--- config.mk ---
export PLATFORM = sky130hd
export DESIGN_NAME = ddr3_app_tg_flat
export DESIGN_NICKNAME = d
export VERILOG_FILES = /design/src/rtl/ddr3_app_tg_if.sv /design/src/rtl/ddr3_app_tg.sv /design/src/flat_wrapper.sv
export SDC_FILE = /design/constraint.sdc
export NUM_CORES = 1
export LEC_CHECK = 0
export ABC_AREA = 1
export CAP_MARGIN = 20
export CORE_AREA = 3 3 452 454
export DETAILED_ROUTE_END_ITERATION = 16
export DIE_AREA = 0 0 455 457
export PLACE_DENSITY_LB_ADDON = 0.3
export SYNTH_ARGS = -nofsm -noshare
export SYNTH_HDL_FRONTEND = slang
export SYNTH_SLANG_ARGS = --single-unit
--- constraint.sdc ---
create_clock -name clk -period 2.7 [get_ports clk]
set_input_delay 0.54 -clock clk [delete_from_list [all_inputs] [get_ports clk]]
set_output_delay 0.54 -clock clk [all_outputs]
set_load 0.1 [all_outputs]
--- src/rtl/ddr3_app_tg_if.sv ---
// DDR3 controller user (app) interface: command, write-data and read-return channels.
// The traffic generator drives the master side; the controller or a model sits on the slave side.
interface ddr3_app_tg_if #(
  parameter int unsigned ADDR_WIDTH     = 29,
  parameter int unsigned APP_DATA_WIDTH = 512,
  parameter int unsigned APP_MASK_WIDTH = 64
);
  logic [ADDR_WIDTH-1:0]     app_addr;
  logic [2:0]                app_cmd;
  logic                      app_en;
  logic                      app_rdy;
  logic [APP_DATA_WIDTH-1:0] app_wdf_data;
  logic                      app_wdf_wren;
  logic                      app_wdf_end;
  logic [APP_MASK_WIDTH-1:0] app_wdf_mask;
  logic                      app_wdf_rdy;
  logic [APP_DATA_WIDTH-1:0] app_rd_data;
  logic                      app_rd_data_valid;
  logic                      app_rd_data_end;

  modport master (
    output app_addr, app_cmd, app_en, app_wdf_data, app_wdf_wren, app_wdf_end, app_wdf_mask,
    input  app_rdy, app_wdf_rdy, app_rd_data, app_rd_data_valid, app_rd_data_end
  );

  modport slave (
    input  app_addr, app_cmd, app_en, app_wdf_data, app_wdf_wren, app_wdf_end, app_wdf_mask,
    output app_rdy, app_wdf_rdy, app_rd_data, app_rd_data_valid, app_rd_data_end
  );
endinterface

--- src/rtl/ddr3_app_tg.sv ---
// DDR3 app-interface traffic generator: writes a per-pass pattern to a block of addresses,
// reads it back in order and counts miscompares; a read-idle timeout also flags an error.
module ddr3_app_tg #(
  parameter int unsigned ADDR_WIDTH     = 29,
  parameter int unsigned APP_DATA_WIDTH = 512,
  parameter int unsigned APP_MASK_WIDTH = 64,
  parameter int unsigned BURST_COUNT    = 256,
  parameter int unsigned ADDR_STEP      = 8,
  parameter int unsigned BASE_ADDR      = 0,
  parameter int unsigned TIMEOUT        = 1024
) (
  input  logic          clk,
  input  logic          rst_n,
  input  logic          init_calib_complete,
  input  logic          start,
  ddr3_app_tg_if.master app,
  output logic          busy,
  output logic          done,
  output logic          tg_compare_error,
  output logic [15:0]   err_count,
  output logic [15:0]   pass_count
);

  localparam int unsigned Lanes = APP_DATA_WIDTH / 32;
  localparam int unsigned IdxW  = 17;
  localparam int unsigned TmoW  = $clog2(TIMEOUT + 1);

  localparam logic [IdxW-1:0]       BurstLen = IdxW'(BURST_COUNT);
  localparam logic [IdxW-1:0]       LastIdx  = IdxW'(BURST_COUNT - 1);
  localparam logic [TmoW-1:0]       TmoLast  = TmoW'(TIMEOUT - 1);
  localparam logic [ADDR_WIDTH-1:0] Base     = ADDR_WIDTH'(BASE_ADDR);
  localparam logic [ADDR_WIDTH-1:0] Step     = ADDR_WIDTH'(ADDR_STEP);
  localparam logic [2:0]            CmdWrite = 3'b000;
  localparam logic [2:0]            CmdRead  = 3'b001;

  typedef enum logic [2:0] {StIdle, StWaitCal, StWrite, StRead, StDrain, StDone} state_e;

  state_e          state_q;
  logic            start_q;
  logic [IdxW-1:0] cmd_idx_q;
  logic [IdxW-1:0] rd_idx_q;
  logic [TmoW-1:0] tmo_q;

  logic cmd_ok, wd_ok, rd_hit, rd_miss, tmo_hit;
  logic unused_rd_end;

  // Every 32-bit lane k carries {pass byte, index, lane number}.
  function automatic logic [APP_DATA_WIDTH-1:0] pattern(input logic [7:0]  pass_byte,
                                                        input logic [15:0] idx);
    logic [APP_DATA_WIDTH-1:0] p;
    p = '0;
    for (int unsigned k = 0; k < Lanes; k++) begin
      p[32*k +: 32] = {pass_byte, idx, 8'(k)};
    end
    return p;
  endfunction

  assign app.app_wdf_end  = app.app_wdf_wren;
  assign app.app_wdf_mask = '0;
  assign unused_rd_end    = app.app_rd_data_end;

  always_comb begin
    // A channel counts as complete once its valid is low or is being accepted this cycle.
    cmd_ok  = !app.app_en || app.app_rdy;
    wd_ok   = !app.app_wdf_wren || app.app_wdf_rdy;
    rd_hit  = ((state_q == StRead) || (state_q == StDrain)) && app.app_rd_data_valid &&
              (rd_idx_q != BurstLen);
    rd_miss = rd_hit && (app.app_rd_data != pattern(pass_count[7:0], rd_idx_q[15:0]));
    // An accepted read command also restarts the idle count.
    tmo_hit = (tmo_q == TmoLast) && !app.app_rd_data_valid &&
              !((state_q == StRead) && app.app_rdy);
  end

  always_ff @(posedge clk) begin
    if (!rst_n) begin
      state_q          <= StIdle;
      start_q          <= 1'b0;
      cmd_idx_q        <= '0;
      rd_idx_q         <= '0;
      tmo_q            <= '0;
      app.app_addr     <= '0;
      app.app_cmd      <= CmdWrite;
      app.app_en       <= 1'b0;
      app.app_wdf_data <= '0;
      app.app_wdf_wren <= 1'b0;
      busy             <= 1'b0;
      done             <= 1'b0;
      tg_compare_error <= 1'b0;
      err_count        <= '0;
      pass_count       <= '0;
    end else begin
      start_q <= start;
      done    <= 1'b0;

      if (rd_hit) begin
        rd_idx_q <= rd_idx_q + 1'b1;
        if (rd_miss) begin
          tg_compare_error <= 1'b1;
          if (err_count != 16'hFFFF) err_count <= err_count + 16'd1;
        end
      end

      case (state_q)
        StIdle: begin
          if (start_q) begin
            state_q <= StWaitCal;
            busy    <= 1'b1;
          end
        end

        StWaitCal: begin
          if (init_calib_complete) begin
            state_q          <= StWrite;
            cmd_idx_q        <= '0;
            rd_idx_q         <= '0;
            app.app_en       <= 1'b1;
            app.app_cmd      <= CmdWrite;
            app.app_addr     <= Base;
            app.app_wdf_wren <= 1'b1;
            app.app_wdf_data <= pattern(pass_count[7:0], 16'd0);
          end
        end

        StWrite: begin
          if (cmd_ok && wd_ok) begin
            if (cmd_idx_q == LastIdx) begin
              state_q          <= StRead;
              cmd_idx_q        <= '0;
              tmo_q            <= '0;
              app.app_en       <= 1'b1;
              app.app_cmd      <= CmdRead;
              app.app_addr     <= Base;
              app.app_wdf_wren <= 1'b0;
            end else begin
              cmd_idx_q        <= cmd_idx_q + 1'b1;
              app.app_en       <= 1'b1;
              app.app_addr     <= app.app_addr + Step;
              app.app_wdf_wren <= 1'b1;
              app.app_wdf_data <= pattern(pass_count[7:0], cmd_idx_q[15:0] + 16'd1);
            end
          end else begin
            app.app_en       <= app.app_en && !app.app_rdy;
            app.app_wdf_wren <= app.app_wdf_wren && !app.app_wdf_rdy;
          end
        end

        StRead: begin
          if (tmo_hit) begin
            state_q          <= StDone;
            app.app_en       <= 1'b0;
            tg_compare_error <= 1'b1;
          end else begin
            tmo_q <= (app.app_rd_data_valid || app.app_rdy) ? '0 : tmo_q + 1'b1;
            if (app.app_rdy) begin
              if (cmd_idx_q == LastIdx) begin
                state_q    <= StDrain;
                app.app_en <= 1'b0;
              end else begin
                cmd_idx_q    <= cmd_idx_q + 1'b1;
                app.app_addr <= app.app_addr + Step;
              end
            end
          end
        end

        StDrain: begin
          if (rd_idx_q == BurstLen) begin
            state_q <= StDone;
          end else if (tmo_hit) begin
            state_q          <= StDone;
            tg_compare_error <= 1'b1;
          end else begin
            tmo_q <= app.app_rd_data_valid ? '0 : tmo_q + 1'b1;
          end
        end

        StDone: begin
          state_q    <= StIdle;
          busy       <= 1'b0;
          done       <= 1'b1;
          pass_count <= pass_count + 16'd1;
        end

        default: begin
          state_q <= StIdle;
          busy    <= 1'b0;
        end
      endcase
    end
  end

endmodule

--- src/flat_wrapper.sv ---
// flat-port wrapper written by rule: the top's interface ports become plain ports
module ddr3_app_tg_flat 
#(
  parameter int unsigned ADDR_WIDTH     = 29,
  parameter int unsigned APP_DATA_WIDTH = 512,
  parameter int unsigned APP_MASK_WIDTH = 64,
  parameter int unsigned BURST_COUNT    = 256,
  parameter int unsigned ADDR_STEP      = 8,
  parameter int unsigned BASE_ADDR      = 0,
  parameter int unsigned TIMEOUT        = 1024
)
  (clk, rst_n, init_calib_complete, start, busy, done, tg_compare_error, err_count, pass_count, app_app_addr, app_app_cmd, app_app_en, app_app_wdf_data, app_app_wdf_wren, app_app_wdf_end, app_app_wdf_mask, app_app_rdy, app_app_wdf_rdy, app_app_rd_data, app_app_rd_data_valid, app_app_rd_data_end);
  ddr3_app_tg_if #(.ADDR_WIDTH(ADDR_WIDTH), .APP_DATA_WIDTH(APP_DATA_WIDTH), .APP_MASK_WIDTH(APP_MASK_WIDTH)) app_i ();
  input  logic clk;
  input  logic rst_n;
  input  logic init_calib_complete;
  input  logic start;
  output logic busy;
  output logic done;
  output logic tg_compare_error;
  output logic [15:0] err_count;
  output logic [15:0] pass_count;
  output wire logic [$bits(app_i.app_addr)-1:0] app_app_addr;
  output wire logic [$bits(app_i.app_cmd)-1:0] app_app_cmd;
  output wire logic [$bits(app_i.app_en)-1:0] app_app_en;
  output wire logic [$bits(app_i.app_wdf_data)-1:0] app_app_wdf_data;
  output wire logic [$bits(app_i.app_wdf_wren)-1:0] app_app_wdf_wren;
  output wire logic [$bits(app_i.app_wdf_end)-1:0] app_app_wdf_end;
  output wire logic [$bits(app_i.app_wdf_mask)-1:0] app_app_wdf_mask;
  input wire logic [$bits(app_i.app_rdy)-1:0] app_app_rdy;
  input wire logic [$bits(app_i.app_wdf_rdy)-1:0] app_app_wdf_rdy;
  input wire logic [$bits(app_i.app_rd_data)-1:0] app_app_rd_data;
  input wire logic [$bits(app_i.app_rd_data_valid)-1:0] app_app_rd_data_valid;
  input wire logic [$bits(app_i.app_rd_data_end)-1:0] app_app_rd_data_end;
  assign app_app_addr = app_i.app_addr;
  assign app_app_cmd = app_i.app_cmd;
  assign app_app_en = app_i.app_en;
  assign app_app_wdf_data = app_i.app_wdf_data;
  assign app_app_wdf_wren = app_i.app_wdf_wren;
  assign app_app_wdf_end = app_i.app_wdf_end;
  assign app_app_wdf_mask = app_i.app_wdf_mask;
  assign app_i.app_rdy = app_app_rdy;
  assign app_i.app_wdf_rdy = app_app_wdf_rdy;
  assign app_i.app_rd_data = app_app_rd_data;
  assign app_i.app_rd_data_valid = app_app_rd_data_valid;
  assign app_i.app_rd_data_end = app_app_rd_data_end;
  ddr3_app_tg #(.ADDR_WIDTH(ADDR_WIDTH), .APP_DATA_WIDTH(APP_DATA_WIDTH), .APP_MASK_WIDTH(APP_MASK_WIDTH), .BURST_COUNT(BURST_COUNT), .ADDR_STEP(ADDR_STEP), .BASE_ADDR(BASE_ADDR), .TIMEOUT(TIMEOUT)) u_core (.clk(clk), .rst_n(rst_n), .init_calib_complete(init_calib_complete), .start(start), .app(app_i), .busy(busy), .done(done), .tg_compare_error(tg_compare_error), .err_count(err_count), .pass_count(pass_count));
endmodule
; Yosys cells after proc, flatten, opt, wreduce, memory -nomap -nowiden
; Cells that the tools add are included.
[word_totals]
ff_bits = 630
latch_bits = 0
ram_bits = 0
romBits = 0
in_bits = 520
output_inout_bits = 646
memories = 0
[classes]
add_sub_neg = 7
n_mul = 0
div_mod_pow = 0
n_lt_le_gt_ge = 0
eq_ne = 24
shift = 0
n_mux = 60
n_bitwise = 1
reduce_logical = 33
[ops]
columns = cell, n
row1 = $mux W512, 3
row2 = $pmux W512 S2, 1
row3 = $ne A512 B512 Y1, 1
row4 = $mux W29, 6
row5 = $mux W17, 9
row6 = $pmux W29 S3, 1
row7 = $mux W11, 7
row8 = $pmux W17 S3, 1
row9 = $add A16 B1 Y16 const B, 3
row10 = $mux W3, 12
row11 = $add A17 B1 Y17 const B, 2
row12 = $pmux W11 S3, 1
row13 = $add A29 B4 Y29 const B, 1
row14 = $eq A17 B8 Y1 const B, 1
row15 = $eq A17 B9 Y1 const B, 1
row16 = $ne A17 B9 Y1 const B, 1
row17 = $ne A16 B16 Y1 const B, 1
row18 = $pmux W3 S5, 1
row19 = $ne A2 B2 Y1 const B, 7
row20 = $mux W1, 13
row21 = $reduce_and A4 Y1, 3
row22 = $reduce_and A6 Y1, 2
row23 = $add A11 B1 Y11 const B, 1
row24 = $eq A11 B10 Y1 const B, 1
row25 = other kinds (19), 45

; Longest topological paths before layout
; Gate-level depths: netlist (run 1).
[depth]
word_depth = 10
depth_mapped = 17

; Worst setup path after synthesis (run 1)
; Ideal clock, no wire load.
[synth_path]
kind = reg-to-reg
from = register u_core.pass_count[0]
to = register u_core.pass_count[15]
setup_ns = 0.122
arrival_ns = 2.595
slack_ns = -0.016
stages_incl_launch_ff = 14
cell_sequence = dfxtp_1 buf_6 buf_6 nand3_1 nor2_4 nand3_2 nor2_2 nand2_2 nor2_2 nand3_2 nor3_4 nand3_1 o21ai_1 a21oi_1
[synth_between]
elab_chain_cells = 1
[synth_rtl]
columns = element, line
row1 = from (decl), ddr3_app_tg.sv:21  ; output logic [15:0] pass_count
row2 = from (signal assigned), ddr3_app_tg.sv:181  ; pass_count <= pass_count + 16'd1;
row3 = $add A16 B1 Y16, ddr3_app_tg.sv:181
; No other way between the ends.
; A chain may end at the register's enable or synchronous reset.

; Worst setup path after layout (run 1)
[layout_path]
from = register u_core.pass_count[6]
to = register u_core.err_count[6]
[layout_between]
elab_chain_cells = 3
[layout_rtl]
columns = element, line
row1 = $ne A512 B512 Y1, ddr3_app_tg.sv:68  ; rd_miss = rd_hit && (app.app_rd_data != pattern(pass_count[7:0], rd_idx_q[15:0]));
row2 = $logic_and A1 B1 Y1, ddr3_app_tg.sv:68
row3 = $reduce_and A3 Y1 (no source line), -
row4 = to (signal assigned), ddr3_app_tg.sv:99  ; if (err_count != 16'hFFFF) err_count <= err_count + 16'd1;
row5 = to (decl), ddr3_app_tg.sv:20  ; output logic [15:0] err_count,
; No other way between the ends.

==> impl_results.rst, run 1 <==
.. list-table::
   :header-rows: 1

   * - Metric
     - Value
   * - CTS sink cnt
     - 138
   * - Buffers added on ports
     - approximately 1,000
   * - Most area-consuming cells after synthesis
     - buf_4 (26%), dfxtp_1 (17%), xnor2_1 (13%)
   * - Area of the die
     - 0.2079 sq mm
   * - Pwr dens
     - between 700 and 800 mW/mm^2
   * - Result of the run
     - complete, no violations
   * - Die boundary width
     - 455 um
   * - Number of enable flip-flop cells after synthesis
     - 0
   * - Synth cell types
     - 54
   * - Global-route wire length before repair
     - between 150,000 and 200,000 um
   * - Total global routing track utilization
     - between 10% and 20%
   * - Final min period
     - around 2.6 ns
   * - Category of the critical setup timing path
     - reg -> reg
   * - Layout Area Growth over Synthesis
     - 96.52%
   * - Final worst-path cycle share
     - a little over nine tenths
   * - Cells after synthesis
     - approximately 2,500
   * - Most repeated cell in the gate-level netlist after synthesis
     - buf_4
   * - Number of hold buffers added after CTS
     - 0
   * - Ratio of routed vias to standard cells
     - ~3.0
   * - Global routing usage on met1
     - a little over an eighth
   * - Crit. End Element
     - flop
   * - Proportion of netlist area held by the largest area contributor
     - 25.95%
   * - Reg2Reg Capture Point
     - u_core.err_count[6]
   * - Synthesis-stage register bit count
     - about 140
   * - Worst slew margin relative to its limit
     - between 40 and 50%
   * - CTS clock-pin slew for the worst setup and hold paths
     - roughly 0.070 ns
   * - Final RePlAce weighted congestion
     - 0.8801
   * - FP Rows
     - roughly 160
   * - Number of cells on the worst reg-to-reg path
     - 14
   * - Count of pins over their slew limit
     - 0
   * - I/O pin count
     - ~1,200
   * - Clock tree from TritonCTS
     - yes
   * - Fraction of layout instances using a drive strength above 1
     - 25.71%
   * - Worst-Skew Late Latency
     - approximately 0.50 ns
   * - Initial cell density of the core
     - between 8 and 9%
   * - Most used flip-flop cell after synthesis
     - dfxtp_1
   * - Total wirelength of the detailed-routed design
     - 126,400 um
   * - Crit. Startpoint
     - u_core.pass_count[6]
   * - Power after layout
     - 0.02480 W
   * - Unrepaired setup endpoints after global routing
     - true
   * - Post-detailed-route count of antenna-violating nets
     - 0
   * - Post-synthesis async set-or-reset flop share
     - 0%
   * - Library cell with the largest summed area after synthesis
     - buf_4
   * - CTS Buffer Depth
     - 2
   * - Fmax
     - 0.3846 GHz
   * - Warning count from the yosys run
     - 0
   * - Summed instance area of the synthesized netlist
     - approximately 0.016 sq mm
   * - Setup violators final
     - 0
   * - Via Count
     - 17,618
   * - Syn_area_per_cell
     - between 6 and 7 sq um
   * - Register-to-register setup slack
     - 0.10 ns
   * - Buffer cell driving the clock tree root
     - clkbuf_16
   * - Critical-path maximum fanout
     - 16
   * - Worst Setup Start Kind
     - flop
   * - Count of final hold-check violations
     - 0
   * - Number of global-route vias before repair
     - ~17,000
   * - Most used routing layer in global routing
     - met2
   * - Met2 Resource Use GR
     - between 20% and 30%
   * - Transition time of the tightest slew-check pin
     - just under 0.9 ns
   * - Grt met3 use
     - under 10%
   * - Worst reg2reg path startpoint
     - u_core.pass_count[6]
   * - Pin count of the biggest net entering global routing
     - 59
   * - Critical path data required time
     - approximately 3.0 ns
   * - Max VDD drop
     - 0.4475 mV
   * - Fin Clk Skew
     - just under 0.02 ns
   * - # Max-Cap Violations
     - 0
   * - Detailed-route wire length per cell
     - 21.48 um
   * - Number of buffers added by the clock tree synthesis step
     - 17
   * - Die Span Y
     - 457 um
   * - Number of antenna violations at the first check in global routing
     - 70
   * - Total number of nets in the final design
     - ~3,700
   * - DR pass1 iterations
     - 5
   * - Initial DRC Count
     - ~950
   * - Share of synthesized area occupied by flip-flops and latches
     - 16.78%
   * - Hold Crit Class
     - reg -> reg
   * - Filler cells
     - about 23,000
   * - Htree depth
     - 4
   * - Cell area after placement
     - ~0.032 sq mm
   * - Synth cell count leaders
     - buf_4 (569), nand2_1 (434), nor2_1 (284)
   * - FF/Latch Area
     - 0.002808 sq mm
   * - Total global routing overflow
     - 0
   * - Multi-input gate area in the final layout
     - ~0.0091 sq mm
   * - Static leakage power
     - approximately 12 nW
   * - Worst setup endpoint
     - u_core.err_count[6]
   * - Final routed DRC violation total
     - 0
   * - Arr. time, crit path
     - between 2 and 3 ns
   * - End-of-flow core utilization
     - between 10% and 20%
   * - Half-perimeter wire length after detailed placement
     - around 110,000 um
   * - Core region area
     - 0.2001 sq mm
   * - Cell area after layout
     - approximately 0.032 sq mm
## flip-flops by register name (all words and copies together), names as in the netlist
signal	cells
u_core.app.app_addr	26
u_core.app.app_wdf_data	25
u_core.cmd_idx_q	17
u_core.rd_idx_q	17
u_core.err_count	16
u_core.pass_count	16
u_core.tmo_q	11
u_core.state_q	3
u_core.app.app_cmd	1
u_core.app.app_en	1
u_core.app.app_wdf_end	1
u_core.busy	1
u_core.done	1
u_core.start_q	1
u_core.tg_compare_error	1
## metrics by stage
| stage | hold WS (ns) | setup WS (ns) | instances | TNS, ns |
|---|---|---|---|---|
| 4_1_cts | 0.4167 | 0.01249 | 5873 | 0 |
| 5_1_grt | 0.4376 | -0.01541 | 5880 | -0.01541 |
| 6_report | 0.4674 | 0.1001 | 5887 | 0 |
| 3_5_place_dp | 0.4599 | -0.8452 | 5841 | -14.14 |
| 2_1_floorplan | 0.4590 | 0.0001139 | 2614 | 0 |
| 3_3_place_gp | 0.4569 | -1.140 | 5840 | -18.94 |
## routing by layer
metal	vias up	routed length (um)
met1	8110	49540
met4	30	1858
met5	-	211
li1	8558	-
met3	140	8326
met2	780	66490
## worst min-delay path by stage
stage                                 start  slack [ns]                      endpoint  cells past startpoint
6_report       u_core.app.app_wdf_data[501]        0.47  u_core.app.app_wdf_data[501]                      2
5_1_grt                               rst_n        0.44        u_core.app.app_addr[4]                      3
4_1_cts                               rst_n        0.42           u_core.cmd_idx_q[4]                      3
3_5_place_dp   u_core.app.app_wdf_data[501]        0.46  u_core.app.app_wdf_data[501]                      2
3_3_place_gp          u_core.app.app_cmd[0]        0.46         u_core.app.app_cmd[0]                      2
2_1_floorplan                u_core.start_q        0.46                   u_core.busy                      2
## layout by cell type, fill, tap and decap left out, types with 13 or more instances in the layout
cell             count
nand3_1             68
nand2_2             13
a21oi_1             93
inv_1              141
clkbuf_16           17
nor4_1              15
buf_4              233
o21ai_0             82
xnor2_1            236
o21ai_1             25
nand4_1             60
conb_1             165
nor2_1             279
nor3_1              32
buf_12             446
inv_2               16
nand2_1            430
dfxtp_1            118
clkdlybuf4s50_1    517
xor2_1              61
## where the power goes
| part | switching [W] | internal (W) |
|---|---|---|
| clock network | 0.00119 | 0.00121 |
| logic | 0.0136 | 0.00617 |
| registers | 0.000302 | 0.00228 |
| total | 0.0151 | 0.00966 |
## timing repair
item,4_1_cts,5_1_grt
pin swaps,1,1
buffers inserted,0,2
gates cloned,1,1
setup endpoints to repair,17,30
gates resized for setup,18,29
## layout make-up
| class | count | share of cell area (%) |
|---|---|---|
| sequential | 138 | 8.679 |
| timing repair buffer | 1203 | 49.23 |
| antenna | 11 | 0.08509 |
| tap | 2656 | 10.27 |
| inverter | 161 | 1.903 |
| clock inverter | 14 | 0.3945 |
| clock buffer | 18 | 1.327 |
| multi-input combinational | 1686 | 28.11 |
## logic make-up after synthesis
| family | synth area share, % |
|---|---|
| AO/OA/AOI/OAI | 8.193 |
| flip-flops | 16.78 |
| other | 0.02278 |
| adder cells (fa/ha/maj) | 0.5320 |
| buffers and inverters | 32.69 |
| XOR/XNOR | 16.07 |
| AND/OR/NAND/NOR | 25.71 |
## critical path: stages, from the launching register on
cell     delay (ns)
dfxtp_2        0.35
buf_4          0.17
buf_4          0.17
xnor2_1        0.41
nand4_1        0.14
nor2_1         0.12
buf_4          0.18
nand2_1        0.07
nor2_1         0.09
nand2_1        0.08
nor2_2         0.17
nand2_4        0.14
buf_6          0.19
nand4_1        0.10
a21oi_2        0.06
Note: power is estimated with default switching activity, not from simulation.
==> run 2: changes to the inputs <==
--- a/config.mk
+++ b/config.mk
@@ -6,6 +6,7 @@
 export NUM_CORES = 1
 export LEC_CHECK = 0
 export ABC_AREA = 1
+export ABC_CLOCK_PERIOD_IN_PS = 2700
 export CAP_MARGIN = 20
 export CORE_AREA = 3 3 452 454
 export DETAILED_ROUTE_END_ITERATION = 16
==> results of run 2 <==
No change in the layout: final DEF, timing and power equal those of run 1.
==> run 3: changes to the inputs <==
--- a/config.mk
+++ b/config.mk
@@ -6,7 +6,6 @@
 export NUM_CORES = 1
 export LEC_CHECK = 0
 export ABC_AREA = 1
-export ABC_CLOCK_PERIOD_IN_PS = 2700
 export CAP_MARGIN = 20
 export CORE_AREA = 3 3 452 454
 export DETAILED_ROUTE_END_ITERATION = 16
==> results of run 3 <==
No change in the layout: final DEF, timing and power equal those of run 1.
